## src/rtl/qed_dup_queue_pkg.sv

```systemverilog
// Shared QED definitions: phase encoding and default NOP constants.
// Also used by the QED mux and decoder.
package qed_pkg;

  typedef enum logic [1:0] {
    PH_ORIG    = 2'd0,
    PH_DUP     = 2'd1,
    PH_DRAINED = 2'd2
  } qed_phase_e;

  localparam logic [6:0]  QED_NOP_OPC  = 7'h7F;
  localparam logic [31:0] QED_NOP_WORD = 32'h0000_007F;

  // True when the opcode field matches the configured NOP opcode.
  function automatic logic opc_is_nop(input logic [6:0] opc, input logic [6:0] nop_opc);
    return opc == nop_opc;
  endfunction

endpackage

```

## src/rtl/qed_dup_queue_if.sv

```systemverilog
// Fetch-side / mux-side bundle of the QED duplication queue.
// Handshake: there is no back-pressure. out_vld qualifies out_inst for one
// cycle; when out_vld is low, out_inst carries the NOP word, or holds its
// last value while if_stall is high. phase is the queue FSM state for debug.
interface qed_dup_queue_if
  import qed_pkg::*;
#(
  parameter int DATA_W = 32,
  parameter int DEPTH  = 32
) ();
  localparam int CW = $clog2(DEPTH) + 1;

  logic              exec_dup;
  logic              if_stall;
  logic              flush;
  logic [DATA_W-1:0] ifu_inst;
  logic [DATA_W-1:0] out_inst;
  logic              out_vld;
  logic [CW-1:0]     count;
  logic              full;
  logic              empty;
  logic              dup_done;
  logic              ovf_err;
  qed_phase_e        phase;

  modport master (
    output exec_dup, if_stall, flush, ifu_inst,
    input  out_inst, out_vld, count, full, empty, dup_done, ovf_err, phase
  );

  modport slave (
    input  exec_dup, if_stall, flush, ifu_inst,
    output out_inst, out_vld, count, full, empty, dup_done, ovf_err, phase
  );
endinterface

```

## src/rtl/qed_dup_queue_ptr_ctr.sv

```systemverilog
// Wrap-bit pointer counter: the low bits index storage, the MSB toggles on
// every wrap so full and empty can be told apart with all entries in use.
module qed_ptr_ctr #(
  parameter int W = 6
) (
  input  logic         clk,
  input  logic         rst,
  input  logic         clear,
  input  logic         inc,
  output logic [W-1:0] ptr
);

  // Clear wins over increment; natural overflow performs the wrap.
  always_ff @(posedge clk) begin
    if (rst || clear) ptr <= '0;
    else if (inc)     ptr <= ptr + W'(1);
  end

endmodule

```

## src/rtl/qed_dup_queue.sv

```systemverilog
// QED duplication queue: records non-NOP fetched instructions during the
// ORIGINAL phase and replays them in FIFO order during the DUPLICATE phase.
module qed_dup_queue
  import qed_pkg::*;
#(
  parameter int          DATA_W   = 32,
  parameter int          DEPTH    = 32,
  parameter logic [6:0]  NOP_OPC  = QED_NOP_OPC,
  parameter logic [31:0] NOP_WORD = QED_NOP_WORD
) (
  input  logic            clk,
  input  logic            rst,
  qed_dup_queue_if.slave  q
);

  localparam int AW = $clog2(DEPTH);
  localparam int PW = AW + 1;
  localparam logic [DATA_W-1:0] NOP_W = DATA_W'(NOP_WORD);

  logic [DATA_W-1:0] mem [DEPTH];
  logic [PW-1:0]     head;
  logic [PW-1:0]     tail;
  logic [PW-1:0]     cnt;
  logic              full_c;
  logic              empty_c;
  logic              is_nop;
  logic              push_req;
  logic              push;
  logic              pop;
  logic              ovf;
  qed_phase_e        state;

  assign cnt     = tail - head;
  assign empty_c = (head == tail);
  assign full_c  = (head[AW-1:0] == tail[AW-1:0]) && (head[AW] != tail[AW]);
  assign is_nop  = opc_is_nop(q.ifu_inst[6:0], NOP_OPC);

  // A push request is a live ORIGINAL-phase instruction; it only lands if there is room.
  assign push_req = (state == PH_ORIG) && !q.exec_dup && !q.if_stall && !q.flush && !is_nop;
  assign push     = push_req && !full_c;
  assign ovf      = push_req && full_c;
  assign pop      = (state == PH_DUP) && !q.if_stall && !q.flush && !empty_c;

  assign q.count = cnt;
  assign q.full  = full_c;
  assign q.empty = empty_c;
  assign q.phase = state;

  qed_ptr_ctr #(.W(PW)) u_head (
    .clk   (clk),
    .rst   (rst),
    .clear (q.flush),
    .inc   (pop),
    .ptr   (head)
  );

  qed_ptr_ctr #(.W(PW)) u_tail (
    .clk   (clk),
    .rst   (rst),
    .clear (q.flush),
    .inc   (push),
    .ptr   (tail)
  );

  // Storage write; phases are disjoint so a later pop never needs a bypass.
  always_ff @(posedge clk) begin
    if (push) mem[tail[AW-1:0]] <= q.ifu_inst;
  end

  // Phase FSM with registered instruction output, drain pulse and sticky overflow.
  always_ff @(posedge clk) begin
    if (rst) begin
      state      <= PH_ORIG;
      q.out_inst <= NOP_W;
      q.out_vld  <= 1'b0;
      q.dup_done <= 1'b0;
      q.ovf_err  <= 1'b0;
    end else begin
      q.dup_done <= 1'b0;
      q.out_vld  <= push || pop;
      if (!q.if_stall) begin
        if (push)     q.out_inst <= q.ifu_inst;
        else if (pop) q.out_inst <= mem[head[AW-1:0]];
        else          q.out_inst <= NOP_W;
      end
      if (ovf) q.ovf_err <= 1'b1;

      case (state)
        PH_ORIG: begin
          if (q.exec_dup) state <= PH_DUP;
        end
        PH_DUP: begin
          if (!q.exec_dup) begin
            state <= PH_ORIG;
          end else if (q.flush || empty_c || (pop && cnt == PW'(1))) begin
            state      <= PH_DRAINED;
            q.dup_done <= 1'b1;
          end
        end
        PH_DRAINED: begin
          if (!q.exec_dup) state <= PH_ORIG;
        end
        default: state <= PH_ORIG;
      endcase
    end
  end

endmodule

```

## src/flat_wrapper.sv

```systemverilog
// flat-port wrapper written by rule: the top's interface ports become plain ports
module qed_dup_queue_flat import qed_pkg::*;
#(
  parameter int          DATA_W   = 32,
  parameter int          DEPTH    = 32,
  parameter logic [6:0]  NOP_OPC  = QED_NOP_OPC,
  parameter logic [31:0] NOP_WORD = QED_NOP_WORD
)
  (clk, rst, q_exec_dup, q_if_stall, q_flush, q_ifu_inst, q_out_inst, q_out_vld, q_count, q_full, q_empty, q_dup_done, q_ovf_err, q_phase);
  qed_dup_queue_if #(.DATA_W(DATA_W), .DEPTH(DEPTH)) q_i ();
  input  logic clk;
  input  logic rst;
  input wire logic [$bits(q_i.exec_dup)-1:0] q_exec_dup;
  input wire logic [$bits(q_i.if_stall)-1:0] q_if_stall;
  input wire logic [$bits(q_i.flush)-1:0] q_flush;
  input wire logic [$bits(q_i.ifu_inst)-1:0] q_ifu_inst;
  output wire logic [$bits(q_i.out_inst)-1:0] q_out_inst;
  output wire logic [$bits(q_i.out_vld)-1:0] q_out_vld;
  output wire logic [$bits(q_i.count)-1:0] q_count;
  output wire logic [$bits(q_i.full)-1:0] q_full;
  output wire logic [$bits(q_i.empty)-1:0] q_empty;
  output wire logic [$bits(q_i.dup_done)-1:0] q_dup_done;
  output wire logic [$bits(q_i.ovf_err)-1:0] q_ovf_err;
  output wire logic [$bits(q_i.phase)-1:0] q_phase;
  assign q_i.exec_dup = q_exec_dup;
  assign q_i.if_stall = q_if_stall;
  assign q_i.flush = q_flush;
  assign q_i.ifu_inst = q_ifu_inst;
  assign q_out_inst = q_i.out_inst;
  assign q_out_vld = q_i.out_vld;
  assign q_count = q_i.count;
  assign q_full = q_i.full;
  assign q_empty = q_i.empty;
  assign q_dup_done = q_i.dup_done;
  assign q_ovf_err = q_i.ovf_err;
  assign q_phase = q_i.phase;
  qed_dup_queue #(.DATA_W(DATA_W), .DEPTH(DEPTH), .NOP_OPC(NOP_OPC), .NOP_WORD(NOP_WORD)) u_core (.clk(clk), .rst(rst), .q(q_i));
endmodule
```

## config.mk

```make
export PLATFORM = sky130hd
export DESIGN_NAME = qed_dup_queue_flat
export DESIGN_NICKNAME = d
export VERILOG_FILES = /design/src/rtl/qed_dup_queue_pkg.sv /design/src/rtl/qed_dup_queue_if.sv /design/src/rtl/qed_dup_queue_ptr_ctr.sv /design/src/rtl/qed_dup_queue.sv /design/src/flat_wrapper.sv
export SDC_FILE = /design/constraint.sdc
export NUM_CORES = 1
export LEC_CHECK = 0
export ABC_AREA = 1
export BUFFER_PORTS_ARGS = -buffer_cell sky130_fd_sc_hd__buf_2
export CAP_MARGIN = 20
export CORE_MARGIN = 3
export CORE_UTILIZATION = 35
export DETAILED_ROUTE_END_ITERATION = 12
export PLACE_DENSITY = 0.52
export SYNTH_ARGS = -nofsm -noshare
export SYNTH_HDL_FRONTEND = slang
export SYNTH_SLANG_ARGS = --single-unit
```

## constraint.sdc

```tcl
create_clock -name clk -period 5.8 [get_ports clk]
set_input_delay 1.45 -clock clk [delete_from_list [all_inputs] [get_ports clk]]
set_output_delay 1.45 -clock clk [all_outputs]
set_load 0.01 [all_outputs]
```

# ---- After elaboration in Yosys (flattened, before gate mapping)
# Memories as Yosys holds them, arrays and structs flattened. A register that Yosys moved wholly into a read port is not among the register bits.
# Index checks and enable logic that the tools add are counted.
dict set report op_classes {
  addsub 3
  eq_ne 10
  n_mux 12
  bitwise_logic 2
  n_reduce_logical 24
}
# cell n
set op_table {}
lappend op_table {{$mux 32} 2}
lappend op_table {{$add 6x1->6 const B} 2}
lappend op_table {{$logic_and 1x1->1} 11}
lappend op_table {{$mux 5} 2}
lappend op_table {{$mux 2} 4}
lappend op_table {{$eq 7x7->1 const B} 1}
lappend op_table {{$eq 6x1->1 const B} 1}
lappend op_table {{$eq 6x6->1} 1}
lappend op_table {{$logic_not 1->1} 6}
lappend op_table {{$pmux 2 s3} 1}
lappend op_table {{$sub 6x6->6} 1}
lappend op_table {{$eq 5x5->1} 1}
lappend op_table {{$logic_or 1x1->1} 4}
lappend op_table {{$ne 2x2->1 const B} 2}
lappend op_table {{$mux 1} 3}
lappend op_table {{$ne 3x3->1 const B} 1}
lappend op_table {{$reduce_and 3->1} 1}
lappend op_table {{$reduce_or 3->1} 1}
lappend op_table {{$eq 2x1->1 const B} 1}
lappend op_table {{$eq 2x2->1 const B} 1}
lappend op_table {{$logic_not 2->1} 1}
lappend op_table {{$not 1->1} 2}
lappend op_table {{$ne 1x1->1} 1}
dict set report word_totals {
  regBits 49
  mem_bits_rw 1024
  inputBits 37
  output_inout_bits 45
  elab_cells 59
  mem_count 1
}
# name depth word_bits rd rd_ports_with_merged_regs write_ports line
set memory_table {}
lappend memory_table {u_core.mem 32 32 1 1 1 qed_dup_queue.sv:20} ;# logic [DATA_W-1:0] mem [DEPTH];

# ---- Depth between registers and ports, before layout
dict set report logic_depth {
  word_depth 9
  ltp_mapped 14
}

# ---- Hierarchy
# A second synthesis with hierarchy kept.
dict set report hier_totals {
  hier_cells 4296
  area_unflattened_um2 45219.6
}
# module instances cells_per_inst area_per_inst_um2 seq_area_each_um2
set modules_own_cells {}
lappend modules_own_cells {qed_dup_queue 1 4224 44689.1 31490.2}
lappend modules_own_cells {qed_ptr_ctr 2 36 265.3 120.1}

# ---- Worst setup path before layout
# No wires, ideal clock.
dict set report synth_timing {
  path_kind {input -> register}
  from {input q_if_stall}
  to {memory u_core.mem[31][0], enable pin}
  setup_ns 0.461
  arrival_ns 4.612
  slack_ns 0.727
  stages 6
  path_buffers 1
  cell_sequence {buf_2 > nor3_4 > nand2_1 > nor2_4 > nand2_1 > nor3_1}
}
dict set report synth_between {
  elab_chain_len 7
}
# element line
set synth_lines {}
lappend synth_lines {{from (decl)} flat_wrapper.sv:14} ;# input wire logic [$bits(q_i.if_stall)-1:0] q_if_stall;
lappend synth_lines {{$logic_not 1->1} qed_dup_queue.sv:39} ;# assign push_req = (state == PH_ORIG) && !q.exec_dup && !q.if_stall && !q.flush && !is_nop;
lappend synth_lines {{$logic_and 1x1->1 (3 in series)} qed_dup_queue.sv:39}
lappend synth_lines {{$logic_and 1x1->1} qed_dup_queue.sv:40} ;# assign push = push_req && !full_c;
lappend synth_lines {{$mux 1} qed_dup_queue.sv:67} ;# if (push) mem[tail[AW-1:0]] <= q.ifu_inst;
lappend synth_lines {{$mux 1 (implied by the code)} qed_dup_queue.sv:67}
lappend synth_lines {{to (decl)} qed_dup_queue.sv:20}
# Every way passes these cells.

# ---- Worst setup path after layout
dict set report layout_timing {
  from {register u_core.u_tail.ptr[0]}
  to {output q_full}
}
dict set report layout_between {
  elab_chain_len 2
}
# element line
set layout_lines {}
lappend layout_lines {{from (decl)} qed_dup_queue_ptr_ctr.sv:10} ;# output logic [W-1:0] ptr
lappend layout_lines {{from (signal assigned)} qed_dup_queue_ptr_ctr.sv:16} ;# else if (inc) ptr <= ptr + W'(1);
lappend layout_lines {{$eq 5x5->1} qed_dup_queue.sv:35} ;# assign full_c = (head[AW-1:0] == tail[AW-1:0]) && (head[AW] != tail[AW]);
lappend layout_lines {{$logic_and 1x1->1} qed_dup_queue.sv:35}
lappend layout_lines {{to (decl)} flat_wrapper.sv:20} ;# output wire logic [$bits(q_i.full)-1:0] q_full;
# Every way passes these cells.

==> flow_metrics.tcl <==
set metrics [dict create \
    status "finished, final reports clean" \
    netlist-cell-type-count 30 \
    dr.pass1.iters 5 \
    die_w_um 366 \
    rrSetupSlack_ns 1.46 \
    grtUsageTotal_pct 19.7 \
    comb_power_share_pct 1.8 \
    fin_crit_sh_pct 75.0 \
    final_common_cell "nand2_1" \
    placementRows 131 \
    die_area_mm2 0.134 \
    min_period_ns 4.35 \
    path_class "flip-flop to primary output" \
    syn_to_final_growth_pct 13.4 \
    grt_pass1_vias 28900 \
    powerDensity_mw_per_mm2 314 \
    htree_levels 3 \
    max_clock_freq_mhz 230 \
    yosys_register_bits 1078 \
    p_leak_nw 20.0 \
    start_util_pct 35.4 \
    antenna_found_initial 5 \
    numPortBuffers 81 \
    reg2reg_from "u_core.u_tail.ptr[4]$_SDFFE_PP0P_" \
    setup_slack_ns 1.45 \
    route.detailed.drc 0 \
    layout-drive-gt1-share_pct 8.02 \
    cts_resized 0 \
    rr_worst_depth 10 \
    cp_data_arrival_time_ns 2.90 \
    stdcell_count 6142 \
    ctsHoldBuffers 0 \
    place_ws_ns 1.13 \
    ant_nets 0 \
    core_area_mm2 0.128 \
    cts.clk_slew.worst_paths_ns 0.06 \
    cts_sinks 1078 \
    layout_common_cells "1645 x nand2_1, 1024 x edfxtp_1, 621 x nand3_1, 346 x inv_1, 128 x nor2_1" \
    synth_seq_area_share_pct 70.1 \
    fin_skew_ns 0.0211 \
    synth_nets 4346 \
    routabilityCongestion 0.809 \
    insertedDiodeCount 0 \
    routed_wl_mm 135 \
    synth-warning-count 0 \
    vias_per_cell 4.95 \
    sequentialPowerShare_pct 52.9 \
    worstMarginPinSlew_ns 1.12 \
    vias 30400 \
    drt_iter0_markers 3145 \
    fin_setup_tns_ns 0 \
    cts_root_buffer "clkbuf_16" \
    p_clk_share_pct 45.2 \
    r2r_end "u_core.mem[13][16]$_DFFE_PP_" \
    wire_per_inst_um 21.9 \
    cp-end-kind "primary output" \
    placed_cells_incl_taps 5929 \
    overflow 0 \
    p_int_w 0.0128 \
    crit_fanout 26 \
    grt_pass1_wl_mm 198 \
    clock_path_buffers 3 \
    required_ns 4.35 \
    p_sw_w 0.00333 \
    slew_headroom_pct 25.5 \
    avgSynthCellArea_um2 10.6 \
    die_h_um 366 \
    swShare_pct 20.6 \
    syn_area_mm2 0.0454 \
    rsz0062_at_grt "no" \
    start_kind "flip-flop" \
    cts_tree "built" \
    fin_nets 4369 \
    postCtsSetupBuffers 0 \
    synth_cells 4298 \
    hold_class "flip-flop to flip-flop" \
    hpwl_mm 75.4 \
    slew_viol_final 0 \
    worst_ir_drop_vdd_v 0.000251 \
    grt_max_degree 165 \
    hold_start "u_core.u_head.ptr[5]$_SDFFE_PP0N_" \
    ios 82 \
    hold_end "u_core.u_head.ptr[5]$_SDFFE_PP0N_" \
    setup_viol 0 \
    clk_latency_ns 0.72 \
    maxCapViolCount 0 \
    holdPathStages 2 \
    finalHoldViolations 0 \
    startpoint "u_core.u_tail.ptr[0]$_SDFFE_PP0P_" \
    cts_made_buffers 115 \
]
## kinds of logic after synthesis
family / synth area share [%]
compound gates: 1.60
xor+xnor: 0.0772
fa+ha+maj: 0.320
buf+inv: 5.47
flops: 70.1
simple gates: 22.4
## area by class of cell
type                       instances  area [um2]
clock inverter                    53         637
timing repair buffer             144        1100
multi-input combinational       2627       11300
inverter                         355        1360
clock buffer                     156        3070
sequential                      1078       31800
tap                             1729        2160
fill                           12500       76700
## Yosys cell counts
cell type	n	area (um2)
o21ai_1	1	5.00
ha_1	10	125
edfxtp_1	1024	30700
nand2_1	1645	6170
nand3b_1	1	7.51
nor3_1	8	40.0
fa_1	1	20.0
a21oi_1	48	240
nor2_1	157	589
nor2_4	1	11.3
nand4_2	1	12.5
nor3_2	1	10.0
clkbuf_1	55	206
o21ai_0	93	465
dfxtp_1	54	1080
buf_1	37	139
nand3_1	621	3110
buf_4	22	165
nor3b_1	1	7.51
nor3_4	1	16.3
xnor2_1	4	35.0
inv_1	349	1310
buf_6	3	33.8
a31oi_1	1	6.26
inv_4	1	6.26
nand2_2	4	25.0
inv_2	5	18.8
nand4_1	27	169
a211oi_1	1	7.51
buf_2	121	606
## flip-flops by register name, summed over array words and instances (netlist names), named ones only
signal	cells
u_core.u_head.ptr	6
u_core.q.out_inst	32
u_core.q.out_vld	1
u_core.q.ovf_err	1
u_core.q.dup_done	1
u_core.q.phase	2
u_core.mem	1024
u_core.u_tail.ptr	6
## worst max-delay path, cell delays in order (launching register included)
cell and delay, ns:
dfxtp_1 0.42, inv_1 0.14, ha_1 0.32, nand3_1 0.08
nor2_1 0.17, nand2_2 0.55, inv_2 0.29, buf_2 0.18
## per-layer routing
metal	track usage (%)	part of all wire (%)
met3	2.90	5.9
met2	32.0	47
met1	27.2	44
met5	0	0.015
met4	6.03	2.8
## power groups by stage
stage | logic, W | registers, W | clock network, W
floorplan | 0.0000778 | 0.00871 | 0
CTS | 0.000302 | 0.00855 | 0.00744
global route | 0.000325 | 0.00855 | 0.00775
finish | 0.000297 | 0.00856 | 0.00731
global placement | 0.000299 | 0.00872 | 0
detailed placement | 0.000301 | 0.00872 | 0
## metrics by stage
stage | total power, W | util [%] | area (um2) | hold slack [ns]
floorplan | 0.00879 | - | 45400 | 0.452
global placement | 0.00902 | 37.1 | 47600 | 0.466
detailed placement | 0.00902 | 37.2 | 47700 | 0.455
CTS | 0.0163 | 40.1 | 51400 | 0.478
global route | 0.0166 | 40.2 | 51500 | 0.509
finish | 0.0162 | 40.2 | 51500 | 0.478
## worst max-delay path by stage
stage                              endpoint  slack (ns)
4_1_cts                              q_full        1.44
5_1_grt         u_core.mem[13][1]$_DFFE_PP_        1.29
6_report                             q_full        1.45
3_3_place_gp   u_core.mem[13][16]$_DFFE_PP_        1.17
3_5_place_dp   u_core.mem[13][19]$_DFFE_PP_        1.13
2_1_floorplan   u_core.mem[31][0]$_DFFE_PP_        0.73
No activity file was read; power rests on OpenSTA's default activity.
